<file path="config.mk">
export PLATFORM = sky130hd
export DESIGN_NAME = stepper_move_ctrl
export DESIGN_NICKNAME = d
export VERILOG_FILES = /design/src/rtl/stepper_move_ctrl.sv
export SDC_FILE = /design/constraint.sdc
export NUM_CORES = 1
export LEC_CHECK = 0
export ABC_AREA = 1
export CORE_MARGIN = 4
export CORE_UTILIZATION = 45
export DETAILED_ROUTE_END_ITERATION = 12
export PLACE_DENSITY = 0.8
export SYNTH_ARGS = -nofsm -noshare
export SYNTH_HDL_FRONTEND = slang
export SYNTH_SLANG_ARGS = --single-unit
</file>
<file path="constraint.sdc">
create_clock -name clk -period 3 [get_ports clk]
set_clock_uncertainty 0.1 [all_clocks]
set_input_delay 0.6 -clock clk [delete_from_list [all_inputs] [get_ports clk]]
set_output_delay 0.6 -clock clk [all_outputs]
set_load 0.01 [all_outputs]
</file>
<file path="src/rtl/stepper_move_ctrl.sv">
// Move sequencer for the stepper1 phase FSM: paces single-cycle step codes on
// `control`, tracks signed position and drops into FAULT on warnbit.
module stepper_move_ctrl #(
    parameter int CNT_W = 16,
    parameter int DIV_W = 16,
    parameter int POS_W = 16
) (
    input  logic             clk,
    input  logic             reset,
    input  logic             cmd_valid,
    output logic             cmd_ready,
    input  logic             cmd_dir,
    input  logic [CNT_W-1:0] cmd_steps,
    input  logic [DIV_W-1:0] cmd_period,
    input  logic             abort,
    input  logic             warnbit,
    output logic [1:0]       control,
    output logic             busy,
    output logic             done,
    output logic             fault,
    output logic [POS_W-1:0] position,
    output logic [CNT_W-1:0] steps_left
);

    typedef enum logic [1:0] {S_IDLE, S_RUN, S_FAULT} state_t;

    state_t           r_state;
    logic             r_dir;
    logic [DIV_W-1:0] r_period;
    logic [DIV_W-1:0] r_timer;
    logic [1:0]       r_control;
    logic             r_busy;
    logic             r_done;
    logic             r_fault;
    logic [POS_W-1:0] r_pos;
    logic [CNT_W-1:0] r_steps;

    logic             w_accept;
    logic             w_step_end;
    logic [CNT_W-1:0] w_steps_dec;
    logic [POS_W-1:0] w_pos_next;
    logic [DIV_W-1:0] w_period_eff;

    assign cmd_ready    = (r_state == S_IDLE) && !abort;
    assign w_accept     = cmd_valid && cmd_ready;
    // A non-hold control code means this edge closes a step cycle.
    assign w_step_end   = (r_control != 2'b00);
    assign w_steps_dec  = r_steps - CNT_W'(w_step_end);
    assign w_pos_next   = !w_step_end ? r_pos :
                          (r_dir ? r_pos + POS_W'(1) : r_pos - POS_W'(1));
    assign w_period_eff = (cmd_period == '0) ? DIV_W'(1) : cmd_period;

    always_ff @(posedge clk or negedge reset) begin
        if (!reset) begin
            r_state   <= S_IDLE;
            r_dir     <= 1'b0;
            r_period  <= DIV_W'(1);
            r_timer   <= '0;
            r_control <= 2'b00;
            r_busy    <= 1'b0;
            r_done    <= 1'b0;
            r_fault   <= 1'b0;
            r_pos     <= '0;
            r_steps   <= '0;
        end else begin
            r_done    <= 1'b0;
            r_control <= 2'b00;
            case (r_state)
                S_IDLE: begin
                    if (w_accept) begin
                        r_dir    <= cmd_dir;
                        r_period <= w_period_eff;
                        r_timer  <= w_period_eff - DIV_W'(1);
                        r_steps  <= cmd_steps;
                        if (cmd_steps == '0) begin
                            r_done <= 1'b1;
                        end else begin
                            r_state <= S_RUN;
                            r_busy  <= 1'b1;
                        end
                    end
                end
                S_RUN: begin
                    // A step that ends on this edge always counts, whatever else happens.
                    r_steps <= w_steps_dec;
                    r_pos   <= w_pos_next;
                    if (warnbit) begin
                        r_state <= S_FAULT;
                        r_busy  <= 1'b0;
                        r_fault <= 1'b1;
                    end else if (abort) begin
                        r_state <= S_IDLE;
                        r_busy  <= 1'b0;
                    end else if (w_steps_dec == '0) begin
                        r_state <= S_IDLE;
                        r_busy  <= 1'b0;
                        r_done  <= 1'b1;
                    end else begin
                        if (r_timer == '0) begin
                            r_timer   <= r_period - DIV_W'(1);
                            r_control <= r_dir ? 2'b10 : 2'b01;
                        end else begin
                            r_timer <= r_timer - DIV_W'(1);
                        end
                    end
                end
                S_FAULT: begin
                    if (abort) begin
                        r_state <= S_IDLE;
                        r_fault <= 1'b0;
                    end
                end
                default: begin
                    r_state <= S_IDLE;
                    r_busy  <= 1'b0;
                    r_fault <= 1'b0;
                end
            endcase
        end
    end

    assign control    = r_control;
    assign busy       = r_busy;
    assign done       = r_done;
    assign fault      = r_fault;
    assign position   = r_pos;
    assign steps_left = r_steps;

endmodule

</file>
# Word-level counts from Yosys, hierarchy flattened
# Cells that the tools add are included.
[word_totals] register_bits=72 output_inout_bits=38 inputBits=38
[op_classes] eq_ne=10 n_bitwise=2 n_mux=38 addsub=6 reduce_logical=17
[op_table] operator="$mux 16" n=8
[op_table] operator="$logic_not 16->1" n=4
[op_table] operator="$pmux 16 s2" n=2
[op_table] operator="$sub 16x1->16 const B" n=4
[op_table] operator="$mux 2" n=12
[op_table] operator="$add 16x1->16 const B" n=1
[op_table] operator="$sub 16x1->16" n=1
[op_table] operator="$ne 2x2->1 const B" n=7
[op_table] operator="$mux 1" n=12
[op_table] operator="$reduce_and 4->1" n=2
[op_table] operator="$pmux 1 s3" n=2
[op_table] operator="$pmux 2 s3" n=1
[op_table] operator="$reduce_and 2->1" n=3
[op_table] operator="$reduce_and 5->1" n=1
[op_table] operator="$ne 4x4->1 const B" n=1
[op_table] operator="$reduce_bool 2->1" n=2
[op_table] operator="$reduce_and 3->1" n=1
[op_table] operator="$eq 2x1->1 const B" n=1
[op_table] operator="$eq 2x2->1 const B" n=1
[op_table] operator="$logic_and 1x1->1" n=2
[op_table] operator="$logic_not 2->1" n=1
[op_table] operator="$not 1->1" n=2
[op_table] operator="$pmux 1 s2" n=1
[op_table] operator="$logic_not 1->1" n=1

# Logic depth before layout (Yosys ltp)
# Gate-level depths: netlist (run 1).
[logic_depth] depth_word=7 mapped_depth=17 mapped_depth_nobuf=16

# Least setup slack after synthesis (run 1)
# OpenSTA, ideal clock, no wires.
[synth_path] path_kind="register -> register" start="register r_control[1] (netlist: control[1])" end="register r_timer[15]" synth_period_minus_slack_ns=2.457 slack_ns=0.543 arrival_time_ns=2.240 stages_incl_launch_ff=15 path_cell_list="dfrtp_1 > or2_2 > ha_1 > ha_1 > nand2_1 > nand4_1 > nor3_1 > nand3_1 > nor2_2 > nand3_2 > nand2_4 > inv_4 > buf_6 > nand3_2 > nand2_1"
[synth_via] elab_chain_cells=5
[synth_rtl] element="start, declared" line_no="31" source="logic [1:0] r_control;"
[synth_rtl] element="start signal, assigned" line_no="101" source="r_control <= r_dir ? 2'b10 : 2'b01;"
[synth_rtl] element="$reduce_bool 2->1" line_no="47" source="assign w_step_end = (r_control != 2'b00);"
[synth_rtl] element="$sub 16x1->16" line_no="48" source="assign w_steps_dec = r_steps - CNT_W'(w_step_end);"
[synth_rtl] element="$logic_not 16->1" line_no="94" source="end else if (w_steps_dec == '0) begin"
[synth_rtl] element="$ne 2x2->1 (no line)"
[synth_rtl] element="$reduce_and 5->1 (no line)"
[synth_rtl] element="end signal, assigned" line_no="73" source="r_timer <= w_period_eff - DIV_W'(1);"
[synth_rtl] element="end signal, assigned" line_no="100" source="r_timer <= r_period - DIV_W'(1);"
[synth_rtl] element="end signal, assigned" line_no="103" source="r_timer <= r_timer - DIV_W'(1);"
[synth_rtl] element="end, declared" line_no="30" source="logic [DIV_W-1:0] r_timer;"
# No other way between the ends.
# A chain may end at the register's enable or synchronous reset.

# Worst setup path after layout (run 1)
[layout_path] start="register r_control[1] (netlist: control[1])" end="register r_timer[5]"
# Same word-level chain as after synthesis.

==> results.py, run 1 <==
metrics = {
    "grt": {
        "grt_start_max_net_pins": 73,
        "first_global_vias": 4416,
        "grt_usage": 0.198,
        "aggregate_global_routing_overflow": 0,
        "grt_antenna_before_repair": 0,
        "grt_first_pass_wirelength_mm": 21.1,
    },
    "synthesis": {
        "yosys.cell_types.count": 41,
        "dominantRegCellSynth": "dfrtp_1",
        "synth.top_cell.area_share": 0.352,
        "netlist_area_um2": 5050,
        "netlist.top_cell.by_area": "dfrtp_1",
        "synth.net_count": 773,
        "postSynthAreaPerCell_um2": 7.04,
        "netlist_top_cells_area": "dfrtp_1, nand2_1, inv_1, nor2_1, o21ai_0",
        "ys.warnings.count": 0,
        "synth-edff-count": 0,
        "yosysSeqAreaShare": 0.357,
        "ys_ff_latch": 72,
        "cell_count_after_synthesis": 717,
        "asyncSetResetFlopFracSynth": 1.00,
    },
    "setup_path": {
        "worst_setup_end_kind": "register",
        "worst_setup_path_start_kind": "register",
        "cp.arrival_ns": 2.88,
        "timing.critical_path.slowest_stage_cell": "dfrtp_1",
        "crit_path_max_incr_delay_ns": 0.39,
        "worstSetupPathType": "register to register",
        "worst-endpoint-required_ns": 3.12,
        "critPathMostFrequentCell": "nand2_1",
        "crit_chain": "or2_2 > ha_1 > ha_1 > nand3_4 > nor2_4 > nand2_1 > nand2_1 > nor2_1 > nand3_1 > nor2_2 > nand3_2 > nand2_4 > inv_4 > nand2_1 > o21ai_0",
        "worst-path-max-fanout": 19,
    },
    "sta": {
        "timing.final.crit_share": 0.919,
        "finalSetupViolCount": 0,
        "finalHoldViolCount": 0,
        "finalHoldWorstSlack_ns": 0.286,
        "max-slew-margin-rel": 0.384,
        "timing.fmax_mhz": 363,
        "rsz_0062_raised_after_global_routing": "no",
        "total_count_of_max_transition_violations_in_the_final_report": 0,
        "transition_time_at_the_pin_with_the_least_slew_margin_ns": 0.924,
        "finalWorstPathRequiredPeriod_ns": 2.76,
        "final.setup.tns_ns": 0,
    },
    "floorplan": {
        "floorplan.initialDensity": 0.464,
        "num_io_pins": 76,
        "num_rows": 38,
        "area_enclosed_by_the_die_boundary_um2": 13000,
        "core_area_um2": 10900,
        "fp.dieH_um": 114,
        "die_width_um": 114,
    },
    "power_and_ir_drop": {
        "powerDensity_nw_per_um2": 751,
        "power_switching_share": 0.443,
        "power.static_leakage_nw": 2.96,
        "pwr-share-comb": 0.481,
        "vdd_drop_max_v": 0.000369,
        "p_clk_frac": 0.173,
        "seq_power_share": 0.347,
        "power.internal_mw": 2.55,
        "net_switching_power_mw": 2.03,
    },
    "routing": {
        "post_drt_via_cell_ratio": 5.17,
        "drt_drc_violations_left": 0,
        "wl_per_cell_um": 13.4,
        "wire_length_reported_by_the_detailed_router_mm": 12.6,
        "first_drt_pass_iteration_count": 5,
        "drt.antenna.violating_nets": 0,
        "first_iter_violations": 309,
        "route.vias.total": 4830,
    },
    "clock_tree": {
        "clkLatencyLatePin_ns": 0.35,
        "postCtsSetupBuffers": 0,
        "tritoncts.num_buffers": 9,
        "cts.reportedPaths.clkPinSlew_ns": 0.10,
        "cts_hold_buffers": 0,
        "root_buffer": "clkbuf_8",
        "maximum_root_to_sink_buffer_count": 2,
        "clkSinkCount": 72,
        "cts-htree-levels": 3,
        "cts.repair.resized": 0,
        "tritoncts": "yes",
    },
    "placement": {
        "final_replace_weighted_congestion": 0.911,
        "numPortBuffers": 75,
        "detailed_place_hpwl_mm": 9.56,
    },
    "final_layout": {
        "antenna_cells_inserted": 0,
        "final_net_count": 846,
        "layout_cells_sized_above_1": 0.0868,
        "fillerInstances": 1023,
        "syn2layout_area_growth_pct": 20.6,
    },
    "outcome": {
        "outcome": "completed",
    },
    "min_path": {
        "timing.hold.worst.class": "input pin to async pin",
    },
    "job": {
        "drv.max_cap_violation_count": 0,
    },
}
==> cells in the mapped netlist (4+ instances only) <==
| library cell | instances |
|---|---|
| xor2_1 | 11 |
| xnor2_1 | 4 |
| nand2_1 | 209 |
| a31oi_1 | 7 |
| clkbuf_1 | 8 |
| nand3_1 | 47 |
| inv_1 | 95 |
| o221ai_1 | 14 |
| nor2_2 | 10 |
| inv_2 | 8 |
| dfrtp_1 | 71 |
| o21ai_1 | 4 |
| nor2_1 | 72 |
| nand3b_1 | 5 |
| nor2_4 | 5 |
| o21ai_0 | 50 |
| nand3_2 | 10 |
| a21oi_1 | 19 |
| nor3_1 | 4 |
| buf_6 | 6 |
| nand4_1 | 11 |
| or2_2 | 6 |
| ha_1 | 17 |
==> cell type report <==
| class | instances | area, um2 | area share |
|---|---|---|---|
| tap | 140 | 175 | 0.0288 |
| inverter | 105 | 397 | 0.0651 |
| sequential | 72 | 1800 | 0.296 |
| multi-input combinational | 522 | 2730 | 0.449 |
| clock inverter | 6 | 68.8 | 0.0113 |
| clock buffer | 10 | 128 | 0.0210 |
| timing repair buffer | 80 | 786 | 0.129 |
==> critical path, delay by kind of cell, from the launching register on <==
kind                     cells  cell delay, ns
AO/OA/AOI/OAI                1            0.07
adder cells (fa/ha/maj)      2            0.49
buffers and inverters        1            0.14
flip-flops                   1            0.39
AND/OR/NAND/NOR             11            1.45
==> power groups by stage <==
stage          Combinational (mW)  Sequential, mW  Clock (mW)
6_report                     2.20            1.59       0.790
5_1_grt                      2.49            1.63       0.858
4_1_cts                      2.20            1.58       0.816
3_5_place_dp                 2.19            1.60           0
3_3_place_gp                 2.15            1.60           0
2_1_floorplan                1.53            1.58           0
==> layout by cell type, fill, tap and decap left out, types with 5 or more instances in the layout <==
cell type / Yosys / routed
or2_2: 6 / 6
o221ai_1: 14 / 14
nand3b_1: 5 / 5
o21ai_0: 50 / 50
nand3_1: 47 / 47
nand4_1: 11 / 11
xor2_1: 11 / 11
inv_2: 8 / 8
nor2_1: 72 / 72
buf_4: 2 / 6
a31oi_1: 7 / 7
ha_1: 17 / 17
nand2_1: 209 / 209
a21oi_1: 19 / 19
inv_1: 95 / 95
nor2_4: 5 / 6
nand3_2: 10 / 10
clkdlybuf4s50_1: 0 / 74
clkbuf_8: 0 / 9
nor2_2: 10 / 9
dfrtp_1: 71 / 71
==> stage by stage <==
stage | utilization | total power, mW | instances | instance area, um2 | worst slack (ns)
after floorplan | - | 3.10 | 717 | 5050 | 0.543
after global placement | 0.541 | 3.75 | 919 | 5890 | 0.225
after detailed placement | 0.541 | 3.78 | 919 | 5890 | 0.186
after CTS | 0.559 | 4.60 | 935 | 6090 | 0.245
after global routing | 0.559 | 4.98 | 935 | 6090 | 0.0149
final | 0.559 | 4.57 | 935 | 6090 | 0.242
==> registers in the layout, summed over array words and instances, names as in the netlist <==
signal      flops
position       16
busy            1
r_period       16
fault           1
r_state         2
steps_left     16
r_timer        16
done            1
r_dir           1
control         2
==> routing by layer <==
metal | part of all wire | global-route usage | up-vias | wire length, um
met2 | 0.46 | 0.314 | 145 | 5760
met1 | 0.47 | 0.285 | 2216 | 5950
met5 | 0 | 0 | - | 0
met3 | 0.058 | 0.0329 | 14 | 724
met4 | 0.010 | 0.0396 | 0 | 129
li1 | - | - | 2455 | -
==> kinds of logic (layout without fill, tap and decap cells) <==
kind of cell | Yosys count | after routing | synth area share
simple gates | 386 | 386 | 0.348
buf+inv | 123 | 201 | 0.103
compound gates | 103 | 103 | 0.120
flops | 72 | 72 | 0.357
fa+ha+maj | 18 | 18 | 0.0461
xor+xnor | 15 | 15 | 0.0260
==> path summary, 6_finish.rpt <==
kind                            start            end  slack [ns]  cells past startpoint
min in group clk                 busy           busy        0.38                      2
max in group asynchronous       reset    r_period[7]        1.91                      1
hold reg to reg                  busy           busy        0.38                      2
setup / recovery           control[1]     r_timer[5]        0.24                     15
setup reg to reg           control[1]     r_timer[5]        0.24                     15
hold / removal                  reset  steps_left[7]        0.29                      1
Power figures use the tool's default switching activity.
==> run 2: changes to the inputs <==
Settings changed: PLACE_DENSITY 0.8 to unset, PLACE_DENSITY_LB_ADDON set to 0.08.
==> results.py, run 2 (synthesis results as in run 1) <==
metrics = {
    "clock_tree": {
        "cts-htree-levels": 3,
        "cts.reportedPaths.clkPinSlew_ns": 0.08,
        "clkLatencyLatePin_ns": 0.37,
        "maximum_root_to_sink_buffer_count": 2,
        "root_buffer": "clkbuf_8",
        "tritoncts.num_buffers": 9,
        "postCtsSetupBuffers": 0,
        "tritoncts": "yes",
        "cts_hold_buffers": 0,
        "clkSinkCount": 72,
        "cts.repair.resized": 0,
    },
    "grt": {
        "aggregate_global_routing_overflow": 0,
        "grt_antenna_before_repair": 0,
        "grt_usage": 0.219,
        "grt_first_pass_wirelength_mm": 22.8,
        "grt_start_max_net_pins": 40,
        "first_global_vias": 4745,
    },
    "sta": {
        "finalHoldViolCount": 0,
        "finalSetupViolCount": 0,
        "timing.final.crit_share": 0.936,
        "total_count_of_max_transition_violations_in_the_final_report": 0,
        "finalHoldWorstSlack_ns": 0.146,
        "setup_ws_ns": 0.192,
        "transition_time_at_the_pin_with_the_least_slew_margin_ns": 0.707,
        "max-slew-margin-rel": 0.525,
        "timing.fmax_mhz": 356,
        "rsz_0062_raised_after_global_routing": "no",
        "finalWorstPathRequiredPeriod_ns": 2.81,
        "final.setup.tns_ns": 0,
    },
    "final_layout": {
        "top_library_cells_by_usage_in_the_layout_fill_and_taps_aside": "nand2_1, inv_1, clkdlybuf4s50_1",
        "fillerInstances": 1067,
        "final_net_count": 851,
        "final_core_util": 0.564,
        "antenna_cells_inserted": 0,
        "multi_input_comb_area_um2": 2730,
        "syn2layout_area_growth_pct": 21.6,
        "layout_cells_sized_above_1": 0.0926,
        "layout_commonest_cell": "nand2_1",
        "sequential_cell_area_um2": 1800,
    },
    "setup_path": {
        "cp.arrival_ns": 2.95,
        "crit_path_max_incr_delay_ns": 0.41,
        "worst-endpoint-required_ns": 3.14,
        "worst-path-max-fanout": 18,
        "worst_setup_path_start_kind": "register",
        "critPathBufInv": 1,
        "timing.critical_path.slowest_stage_cell": "dfrtp_1",
        "critical_path.top_delay_family": "simple AND/OR/NAND/NOR gates",
        "worst_setup_end_kind": "register",
        "worstSetupPathType": "register to register",
        "crit_chain": "or2_2 > ha_1 > ha_1 > nand2_1 > nand4_1 > nor3_1 > nand3_1 > nor2_2 > nand3_2 > nand2_4 > buf_6 > o21ai_0",
        "worstRegToRegCells": 12,
        "critPathMostFrequentCell": "ha_1",
        "timing.critical_path.depth": 12,
    },
    "power_and_ir_drop": {
        "power.total_mw": 4.71,
        "powerDensity_nw_per_um2": 766,
        "power.static_leakage_nw": 2.99,
        "vdd_drop_max_v": 0.000420,
    },
    "floorplan": {
        "die_width_um": 114,
        "floorplan.initialDensity": 0.464,
        "fp.dieH_um": 114,
        "num_io_pins": 76,
        "area_enclosed_by_the_die_boundary_um2": 13000,
        "core_area_um2": 10900,
        "num_rows": 38,
    },
    "min_path": {
        "timing.hold.worst.class": "input pin to async pin",
    },
    "routing": {
        "drt_drc_violations_left": 0,
        "wl_per_cell_um": 14.6,
        "post_drt_via_cell_ratio": 5.17,
        "first_drt_pass_iteration_count": 5,
        "drt.antenna.violating_nets": 0,
        "first_iter_violations": 408,
        "wire_length_reported_by_the_detailed_router_mm": 13.7,
        "route.vias.total": 4853,
    },
    "placement": {
        "detailed_place_hpwl_mm": 10.5,
        "numPortBuffers": 75,
        "pre_cts_ws_ns": 0.164,
        "final_replace_weighted_congestion": 0.915,
    },
    "job": {
        "drv.max_cap_violation_count": 0,
    },
    "outcome": {
        "outcome": "completed",
    },
}
==> run 2: path summary, 6_finish.rpt <==
check	startpoint	end	slack [ns]
setup / recovery	control[1]	r_timer[4]	0.19
hold / removal	reset	steps_left[7]	0.15
setup reg to reg	control[1]	r_timer[4]	0.19
hold reg to reg	busy	busy	0.38
max in group asynchronous	reset	r_period[0]	1.82
min in group clk	busy	busy	0.38
==> run 2: stage by stage <==
step,instance area (um2),instances
floorplan,5050,717
global placement,5930,924
detailed placement,5930,924
CTS,6140,939
global route,6140,939
finish,6140,939
==> run 2: metal layers <==
layer | vias to the layer above | GRT usage | routed length, um
met3 | 30 | 0.0398 | 591
met5 | - | 0 | 0
li1 | 2466 | - | -
met4 | 0 | 0.0816 | 361
met1 | 2223 | 0.293 | 6370
met2 | 134 | 0.356 | 6350
==> run 2: layout make-up <==
cell class,count,share of cell area
multi-input cells,522,0.445
well taps,140,0.0285
clock buffers,9,0.0202
flip-flops and latches,72,0.294
clock inverters,6,0.0139
inverters,105,0.0646
repair buffers,85,0.134
==> run 2: where the power goes <==
part	internal, mW	switching (mW)	total, mW
Combinational	0.868	1.37	2.24
Clock	0.461	0.403	0.863
Sequential	1.30	0.300	1.60
Total	2.63	2.08	4.71
